`src/rtl/pipe_stage_reg.sv`:
```
// Inter-stage pipeline register with a valid/ready handshake, a 2-entry skid buffer,
// a synchronous flush that inserts a bubble, and a saturating stall counter.
module pipe_stage_reg #(
    parameter int DATA_W = 69,
    parameter int CTRL_W = 5,
    parameter int CNT_W  = 16
) (
    input  logic              clk,
    input  logic              rst_n,
    input  logic              in_valid,
    output logic              in_ready,
    input  logic [DATA_W-1:0] in_data,
    input  logic [CTRL_W-1:0] in_ctrl,
    output logic              out_valid,
    input  logic              out_ready,
    output logic [DATA_W-1:0] out_data,
    output logic [CTRL_W-1:0] out_ctrl,
    input  logic              flush,
    input  logic              stat_clr,
    output logic [CNT_W-1:0]  stall_cnt,
    output logic [1:0]        dbg_state
);

    // Handshake: a payload moves upstream->here when in_valid && in_ready, and
    // here->downstream when out_valid && out_ready, both sampled on the rising edge.
    typedef enum logic [1:0] {
        EMPTY = 2'd0,
        ONE   = 2'd1,
        FULL  = 2'd2
    } state_t;

    state_t state;
    state_t state_nxt;

    logic [DATA_W-1:0] main_data;
    logic [CTRL_W-1:0] main_ctrl;
    logic [DATA_W-1:0] skid_data;
    logic [CTRL_W-1:0] skid_ctrl;

    logic load_main_in;
    logic load_main_skid;
    logic load_skid;

    always_comb begin
        state_nxt      = state;
        load_main_in   = 1'b0;
        load_main_skid = 1'b0;
        load_skid      = 1'b0;
        case (state)
            EMPTY: begin
                if (in_valid) begin
                    load_main_in = 1'b1;
                    state_nxt    = ONE;
                end
            end
            ONE: begin
                if (in_valid && out_ready) begin
                    load_main_in = 1'b1;
                end else if (in_valid) begin
                    load_skid = 1'b1;
                    state_nxt = FULL;
                end else if (out_ready) begin
                    state_nxt = EMPTY;
                end
            end
            FULL: begin
                if (out_ready) begin
                    load_main_skid = 1'b1;
                    state_nxt      = ONE;
                end
            end
            default: state_nxt = EMPTY;
        endcase
        // Flush drops any same-cycle accept; a same-cycle out-transfer already happened downstream.
        if (flush) begin
            state_nxt      = EMPTY;
            load_main_in   = 1'b0;
            load_main_skid = 1'b0;
            load_skid      = 1'b0;
        end
    end

    // out_valid doubles as the main valid bit and !in_ready as the skid valid bit.
    always_ff @(posedge clk or negedge rst_n) begin
        if (!rst_n) begin
            state     <= EMPTY;
            out_valid <= 1'b0;
            in_ready  <= 1'b1;
            main_data <= '0;
            main_ctrl <= '0;
            skid_data <= '0;
            skid_ctrl <= '0;
        end else begin
            state     <= state_nxt;
            out_valid <= (state_nxt != EMPTY);
            in_ready  <= (state_nxt != FULL);
            if (load_main_in) begin
                main_data <= in_data;
                main_ctrl <= in_ctrl;
            end else if (load_main_skid) begin
                main_data <= skid_data;
                main_ctrl <= skid_ctrl;
            end
            if (load_skid) begin
                skid_data <= in_data;
                skid_ctrl <= in_ctrl;
            end
        end
    end

    always_ff @(posedge clk or negedge rst_n) begin
        if (!rst_n) begin
            stall_cnt <= '0;
        end else if (stat_clr) begin
            stall_cnt <= '0;
        end else if (out_valid && !out_ready && (stall_cnt != {CNT_W{1'b1}})) begin
            stall_cnt <= stall_cnt + 1'b1;
        end
    end

    // Bubbles carry all-zero control so no write or branch can fire from them.
    assign out_ctrl  = out_valid ? main_ctrl : '0;
    assign out_data  = main_data;
    assign dbg_state = state;

endmodule

```
`config.mk`:
```
export PLATFORM = sky130hd
export DESIGN_NAME = pipe_stage_reg
export DESIGN_NICKNAME = d
export VERILOG_FILES = /design/src/rtl/pipe_stage_reg.sv
export SDC_FILE = /design/constraint.sdc
export NUM_CORES = 1
export LEC_CHECK = 0
export ABC_AREA = 1
export ABC_CLOCK_PERIOD_IN_PS = 1800
export BUFFER_PORTS_ARGS = -buffer_cell sky130_fd_sc_hd__buf_2
export CELL_PAD_IN_SITES_DETAIL_PLACEMENT = 1
export CELL_PAD_IN_SITES_GLOBAL_PLACEMENT = 2
export CORE_UTILIZATION = 31
export CTS_CLUSTER_DIAMETER = 120
export DETAILED_ROUTE_END_ITERATION = 10
export PLACE_DENSITY_LB_ADDON = 0.1
export SLEW_MARGIN = 20
export SYNTH_ARGS = -nofsm -noshare
export SYNTH_HDL_FRONTEND = slang
export SYNTH_SLANG_ARGS = --single-unit
```
`constraint.sdc`:
```
create_clock -name clk -period 1.8 [get_ports clk]
set_clock_uncertainty 0.05 [all_clocks]
set_input_delay 0.18 -clock clk [delete_from_list [all_inputs] [get_ports clk]]
set_output_delay 0.18 -clock clk [all_outputs]
set_load 0.02 [all_outputs]
```
== Word-level counts from Yosys, hierarchy flattened ==
Cells that the tools add are included.
Widths: inputs -> output; s select.

* Register bits: 168

* Add/subtract/negate cells: 1
* Equality and inequality tests: 4
* Reductions and logical operators: 8
* Muxes and demuxes: 24

{| class="wikitable"
|+ Operators by type and width
! cell !! number
|-
| $mux 69 || 2
|-
| $mux 16 || 2
|-
| $add 16x1->16 const B || 1
|-
| $ne 16x16->1 const B || 1
|-
| $mux 5 || 3
|-
| $mux 2 || 6
|-
| $mux 1 || 9
|-
| $pmux 2 s3 || 1
|-
| $reduce_bool 2->1 || 3
|-
| $logic_and 1x1->1 || 3
|-
| $eq 2x1->1 const B || 1
|-
| $eq 2x2->1 const B || 1
|-
| $logic_not 2->1 || 1
|-
| $ne 2x2->1 const B || 1
|-
| $pmux 1 s2 || 1
|-
| $logic_not 1->1 || 1
|}

== Longest topological paths before layout ==
Gate-level depths: netlist of run 1.

* Depth after elaboration: 6
* Depth in mapped cells: 10
* Gate-level depth less buffers: 9

== Worst setup path before layout of run 1 ==
No wires, ideal clock.

* Path type: register to register
* From: register stall_cnt[0]
* To: register stall_cnt[12]
* Data required time: 1.632 ns
* Arrival: 1.573 ns
* Clock period less this slack: 1.741 ns
* Setup slack: 0.059 ns
* Buffers on the path: 1
* Cell stages (with the launch flop): 11
* Cells stage by stage: dfrtp_1 -> ha_1 -> nand3_1 -> inv_2 -> nand2_2 -> nor2_4 -> nor2_4 -> nor2_8 -> buf_8 -> nand2_1 -> nand2_1

* Word-level cells in the longest chain between the ends: 3
* Elaborated cells between the ends (all ways): 6
* Those cells by class: add/sub (1); eq/ne (1); mux (2); reduce/logical (2)

{| class="wikitable"
|+ RTL lines
! item !! RTL line !! text
|-
| start: declaration || 20 || <nowiki>output logic [CNT_W-1:0] stall_cnt,</nowiki>
|-
| start signal: assignment || 117 || <nowiki>stall_cnt <= stall_cnt + 1'b1;</nowiki>
|-
| $add 16x1->16 or $ne 16x16->1 (tied branches) || 117, 116 ||
|-
| $mux 16 or $logic_and 1x1->1 (tied branches) || 116 || <nowiki>end else if (out_valid && !out_ready && (stall_cnt != {CNT_W{1'b1}})) begin</nowiki>
|-
| $mux 16 or $reduce_bool 2->1 (tied branches) || -- ||
|}

Parallel ways exist; a longest one is shown, timed or not. The select of a mux whose other input is x is not followed.
A chain may end at the register's enable or synchronous reset.

== Worst setup path after layout of run 1 ==
* From: register stall_cnt[0]
* To: register stall_cnt[11]

The elaborated chain is that of the path after synthesis.

==> results of run 1 <==
worst max-delay path: cells and delay by family (launching register included):
| kind | cells | cell delay (ps) |
|---|---|---|
| AND/OR/NAND/NOR | 7 | 800 |
| adder cells (fa/ha/maj) | 1 | 180 |
| flip-flops | 1 | 350 |
| buffers and inverters | 2 | 240 |
kinds of logic after synthesis:
group	count (synthesis)	share of synthesized area [%]
DFF	168	55.9
AOI/OAI and AO/OA	188	12.7
xor gates and xnor gates	5	0.582
and+or+nand+nor	427	22.7
adders and majority gates	1	0.166
buffers and inverters	147	7.99
registers in the layout (all words and copies together), names as in the netlist:
register,count
dbg_state,2
main_ctrl,5
skid_ctrl,5
out_valid,1
out_data,69
in_ready,1
stall_cnt,16
skid_data,69
power by group:
group,switching [mW],internal (mW)
logic,1.43,0.897
registers,0.355,4.54
clock network,1.66,2.13
worst min path at each step:
| stage | start | endpoint | slack, ps | cells after the start |
|---|---|---|---|---|
| 2_1_floorplan | rst_n | dbg_state[0] | -170 | 0 |
| 3_3_place_gp | rst_n | out_data[56] | 60 | 1 |
| 3_5_place_dp | rst_n | out_data[56] | 60 | 1 |
| 4_1_cts | in_valid | dbg_state[0] | 20 | 4 |
| 5_1_grt | in_valid | dbg_state[0] | 20 | 4 |
| 6_report | in_valid | dbg_state[0] | 30 | 4 |
area by class of cell:
type                    count  area, um2
flip-flops and latches    168       4210
fillers                  2937      13300
inverters                  97        364
clock inverters            13        164
repair buffers            286       2010
clock buffers              18        439
well taps                 319        399
multi-input cells         622       2750
layer usage:
metal	vias to the layer above	part of all wire [%]	track usage, %
met5	-	0.060	0
met4	2	0.96	4.81
met3	17	3.9	3.89
met2	113	47	30.5
met1	3300	48	24.0
li1	3448	-	-
repair_timing:
action	4_1_cts	5_1_grt
buffers inserted	0	2
setup endpoints to repair	0	9
gates resized for setup	0	1
endpoints found under the hold margin	274	0
hold buffers	75	0
layout by cell type (no fill, tap or decap), types with 3 or more instances in the layout:
cell type      Yosys  routed
buf_4              1      29
nand2_1          332     332
buf_12             0       8
a21oi_1           36      36
dlygate4sd3_1      0      75
xor2_1             5       5
inv_8              0       4
nor2_1            56      56
o21ai_1            4       4
nand3_1           15      14
inv_1             94      94
clkbuf_16          0      17
nand4_1           15      15
buf_2             28     172
o21ai_0          145     145
clkinv_4           0       4
inv_2              3       3
nor2_4             2       3
dfrtp_1          167     167
synth_stat cells, types with 3 or more instances:
library cell,count,area share (%)
inv_1,94,4.7
clkbuf_1,20,1.0
nand3_1,15,1.0
nand4_1,15,1.2
o21ai_0,145,9.6
nor2_1,56,2.8
nand2_1,332,17
buf_2,28,1.9
xor2_1,5,0.58
a21oi_1,36,2.4
dfrtp_1,167,56
o21ai_1,4,0.27
inv_2,3,0.15
==> flow_metrics.env, run 1 <==
export IMPL_worst_setup_path_start_kind="register"
export IMPL_grt_usage_pct=18.3
export IMPL_htree_levels=4
export IMPL_clkLatencyLatePin_ps=430
export IMPL_crit_start="stall_cnt[0]"
export IMPL_ir_worst_vdd_v=0.000525
export IMPL_die_h_um=158
export IMPL_yosysWarnings=0
export IMPL_pin_count=174
export IMPL_hold_ws_ps=28.2
export IMPL_place_area_um2=8940
export IMPL_core_area_um2=23600
export IMPL_seq_area_frac_synth_pct=55.9
export IMPL_worstRegToRegCells=10
export IMPL_dp_slack_ps=47.9
export IMPL_tritoncts="yes"
export IMPL_dp_hpwl_mm=13.9
export IMPL_drtIter0Drc=322
export IMPL_clkSinkCount=168
export IMPL_clk_pin_slew_ps=70
export IMPL_dieArea_um2=24900
export IMPL_fin_tns_setup_ps=0
export IMPL_final_cells=1523
export IMPL_critPathCaptureType="register"
export IMPL_cts_buffers=17
export IMPL_final_hold_violation_count=0
export IMPL_antenna_found_initial=2
export IMPL_setup_slack_ps=120
export IMPL_maxCapViolations=0
export IMPL_max_slew_margin_pct=63.0
export IMPL_grt_overflow=0
export IMPL_ys_ff_latch=168
export IMPL_fin_area_um2=10300
export IMPL_outcome="complete, no violations"
export IMPL_gp_congestion=0.745
export IMPL_grt_max_degree=79
export IMPL_antenna_cells=0
export IMPL_r2r_end="stall_cnt[11]"
export IMPL_path_cells="ha_1 -> nand3_1 -> inv_2 -> nand2_2 -> nor2_4 -> nor2_4 -> buf_12 -> nor2_4 -> nand2_1 -> nand2_1"
export IMPL_start_util_pct=31.9
export IMPL_first_global_vias=6904
export IMPL_drv_slew=0
export IMPL_crit_fanout=8
export IMPL_wirelength_mm=21.6
export IMPL_cpMostUsedCell="nor2_4"
export IMPL_area_growth_synth_to_final_pct=37.3
export IMPL_syn_nets=1017
export IMPL_setup_viol=0
export IMPL_r2r_start="stall_cnt[0]"
export IMPL_clockBufferDepth=2
export IMPL_drc_errors=0
export IMPL_syn_instance_count=936
export IMPL_netlist_area_um2=7530
export IMPL_drive_above_1_share_pct=21.3
export IMPL_avgViaCountPerCell=4.52
export IMPL_worstMarginPinSlew_ps=554
export IMPL_antenna_left=0
export IMPL_cts_root_buf="clkbuf_16"
export IMPL_grt_pass1_wl_mm=35.4
export IMPL_clock_fmax_mhz=595
export IMPL_synth_edf_count=0
export IMPL_io_buffer_count=173
export IMPL_routedWlPerCell_um=14.2
export IMPL_vias=6880
export IMPL_synthArstFlopShare_pct=100
export IMPL_setup_worst_path_class="register to register"
export IMPL_cp_arrival_ps=2000
export IMPL_final_core_util_pct=43.8
export IMPL_dr_pass1_iters=4
export IMPL_pwr_density_cell_nw_per_um2=1070
export IMPL_p_total_mw=11.0
export IMPL_setup_worst_path_end="stall_cnt[11]"
export IMPL_required_ps=2120
export IMPL_rows=56
export IMPL_syn_avg_cell_area_um2=8.04
export IMPL_r2r_slack_ps=120
export IMPL_synthFlopType="dfrtp_1"
export IMPL_cp_slowest_cell="dfrtp_1"
export IMPL_placed_cells=1414
export IMPL_hold_path_class="input pin to register"
export IMPL_fin_crit_ps=1680
export IMPL_cpPeakStageDelay_ps=350
export IMPL_p_leak_nw=5.59
export IMPL_synthDistinctLibCells=26
export IMPL_period_share_pct=93.3
export IMPL_die_w_um=158
export IMPL_layout_nets=1273
(Power assumes the default switching activity.)
==> run 2: changes to the inputs <==
--- a/config.mk
+++ b/config.mk
@@ -6,7 +6,7 @@
 export NUM_CORES = 1
 export LEC_CHECK = 0
 export ABC_AREA = 1
-export ABC_CLOCK_PERIOD_IN_PS = 1800
+export ABC_CLOCK_PERIOD_IN_PS = 1900
 export BUFFER_PORTS_ARGS = -buffer_cell sky130_fd_sc_hd__buf_2
 export CELL_PAD_IN_SITES_DETAIL_PLACEMENT = 1
 export CELL_PAD_IN_SITES_GLOBAL_PLACEMENT = 2
==> constraint.sdc (replaced) <==
create_clock -name clk -period 1.9 [get_ports clk]
set_clock_uncertainty 0.05 [all_clocks]
set_input_delay 0.19 -clock clk [delete_from_list [all_inputs] [get_ports clk]]
set_output_delay 0.19 -clock clk [all_outputs]
set_load 0.02 [all_outputs]
==> run 2 against run 1 <==
Against the previous run: die area unchanged; global-route usage up 0.19 points; total power down 3.5%; routed wire length down 0.12%; flip-flop and latch count unchanged; clock-buffer cell count up 1; maximum frequency up 0.60%; hold slack worse by 10 ps; via count down 1.3%.
==> flow_metrics.env, run 2 (synthesized netlist as in run 1, its figures left out) <==
export IMPL_p_leak_nw=5.55
export IMPL_worst_setup_path_start_kind="register"
export IMPL_power_share_clock_pct=35.5
export IMPL_grt_pass1_wl_mm=35.7
export IMPL_rows=56
export IMPL_final_common_cell="nand2_1"
export IMPL_placed_cells=1410
export IMPL_htree_levels=4
export IMPL_cts_root_buf="clkbuf_16"
export IMPL_final_core_util_pct=43.5
export IMPL_die_w_um=158
export IMPL_crit_fanout=82
export IMPL_drc_errors=0
export IMPL_clkLatencyLatePin_ps=430
export IMPL_max_slew_margin_pct=58.0
export IMPL_r2r_slack_ps=230
export IMPL_multiInputGateArea_um2=2740
export IMPL_start_util_pct=31.9
export IMPL_pwr_share_comb_pct=20.7
export IMPL_required_ps=2150
export IMPL_pwr_density_cell_nw_per_um2=1040
export IMPL_critPathCaptureType="register"
export IMPL_setup_worst_path_class="register to register"
export IMPL_first_global_vias=6952
export IMPL_drv_slew=0
export IMPL_clk_pin_slew_ps=70
export IMPL_dp_slack_ps=214
export IMPL_final_hold_violation_count=0
export IMPL_vias=6792
export IMPL_wirelength_mm=21.6
export IMPL_setup_slack_ps=230
export IMPL_cts_setup_buffers=0
export IMPL_io_buffer_count=173
export IMPL_area_growth_synth_to_final_pct=36.3
export IMPL_period_share_pct=87.9
export IMPL_outcome="complete, no violations"
export IMPL_r2r_end="out_data[39]"
export IMPL_grt_overflow=0
export IMPL_antenna_cells=0
export IMPL_die_h_um=158
export IMPL_seq_power_share_pct=43.8
export IMPL_fillers=2931
export IMPL_netSwitchingFraction_pct=30.2
export IMPL_whs_endpoint="skid_data[8]"
export IMPL_pin_count=174
export IMPL_antenna_left=0
export IMPL_grt_max_degree=83
export IMPL_worstHoldStart="in_data[8]"
export IMPL_worstRegToRegCells=5
export IMPL_drtIter0Drc=282
export IMPL_fin_crit_ps=1670
export IMPL_drive_above_1_share_pct=20.8
export IMPL_final_cell_mix="332 x nand2_1, 172 x buf_2, 167 x dfrtp_1"
export IMPL_fin_area_um2=10300
export IMPL_gp_congestion=0.767
export IMPL_clkSinkCount=168
export IMPL_dieArea_um2=24900
export IMPL_whs_path_depth=3
export IMPL_power_switching_mw=3.21
export IMPL_core_area_um2=23600
export IMPL_clockBufferDepth=2
export IMPL_maxCapViolations=0
export IMPL_worstMarginPinSlew_ps=629
export IMPL_ff_latch_area_um2=4210
export IMPL_hold_path_class="input pin to register"
export IMPL_setup_viol=0
export IMPL_avgViaCountPerCell=4.49
export IMPL_clock_fmax_mhz=599
export IMPL_grt_usage_pct=18.5
export IMPL_ir_worst_vdd_v=0.000495
export IMPL_dr_pass1_iters=4
export IMPL_postCtsHoldBufs=73
export IMPL_antenna_found_initial=1
export IMPL_layout_nets=1264
export IMPL_routedWlPerCell_um=14.3
export IMPL_rsz0062_at_grt="no"
export IMPL_dp_hpwl_mm=14.3
export IMPL_cts_resized=0
export IMPL_final_cells=1514
export IMPL_cp_arrival_ps=1920
export IMPL_cts_buffers=17
export IMPL_place_area_um2=8900
export IMPL_fin_tns_setup_ps=0
export IMPL_tritoncts="yes"
export IMPL_intPower_mw=7.41
export IMPL_r2r_start="dbg_state[1]"
run 2: cell types whose count changed in the layout (fill, tap and decap cells not counted), moves of 2 or more:
cell / delta
buf_12: -2
buf_4: -3
bufinv_16: +2
clkinvlp_4: -2
dlygate4sd3_1: -2
inv_8: -2
run 2: area by class of cell:
| type | instances | share of cell area, % |
|---|---|---|
| flip-flops and latches | 168 | 41.0 |
| multi-input cells | 621 | 26.7 |
| repair buffers | 278 | 18.7 |
| clock buffers | 19 | 4.32 |
| well taps | 319 | 3.89 |
| inverters | 97 | 3.55 |
| clock inverters | 12 | 1.87 |
run 2: per-layer routing:
layer / global-route usage (%) / up-vias / routed length, um
li1: - / 3420 / -
met3: 3.86 / 23 / 868
met4: 6.56 / 0 / 401
met1: 24.8 / 3235 / 10400
met2: 29.3 / 114 / 9880
met5: 0 / - / 0
run 2: worst max path at each step:
stage,from,to,slack [ps],depth (start not counted)
after floorplan,stall_cnt[0],stall_cnt[12],160,10
after global placement,dbg_state[1],out_data[22],260,7
after detailed placement,dbg_state[1],out_data[39],210,5
after CTS,dbg_state[1],out_data[16],200,6
after global routing,dbg_state[1],out_data[13],70,6
final,dbg_state[1],out_data[39],230,5
run 2: worst max-delay path, stage by stage, from the launching register on:
cell	delay [ps]
dfrtp_1	410
nor2_1	320
o211ai_4	160
buf_12	230
o21ai_0	260
nand2_1	90
run 2: per-stage QoR:
stage	power (mW)	hold WS [ps]
6_report	10.6	18.1
5_1_grt	11.3	23.7
4_1_cts	10.8	7.63
3_5_place_dp	6.85	169
3_3_place_gp	6.78	164
2_1_floorplan	5.98	-156
run 2: power groups by stage:
stage,clock network [mW],registers [mW],logic [mW]
floorplan,0,5.05,0.929
global placement,0,4.70,2.08
detailed placement,0,4.72,2.13
CTS,3.91,4.66,2.25
global route,4.02,4.74,2.53
finish,3.77,4.66,2.20
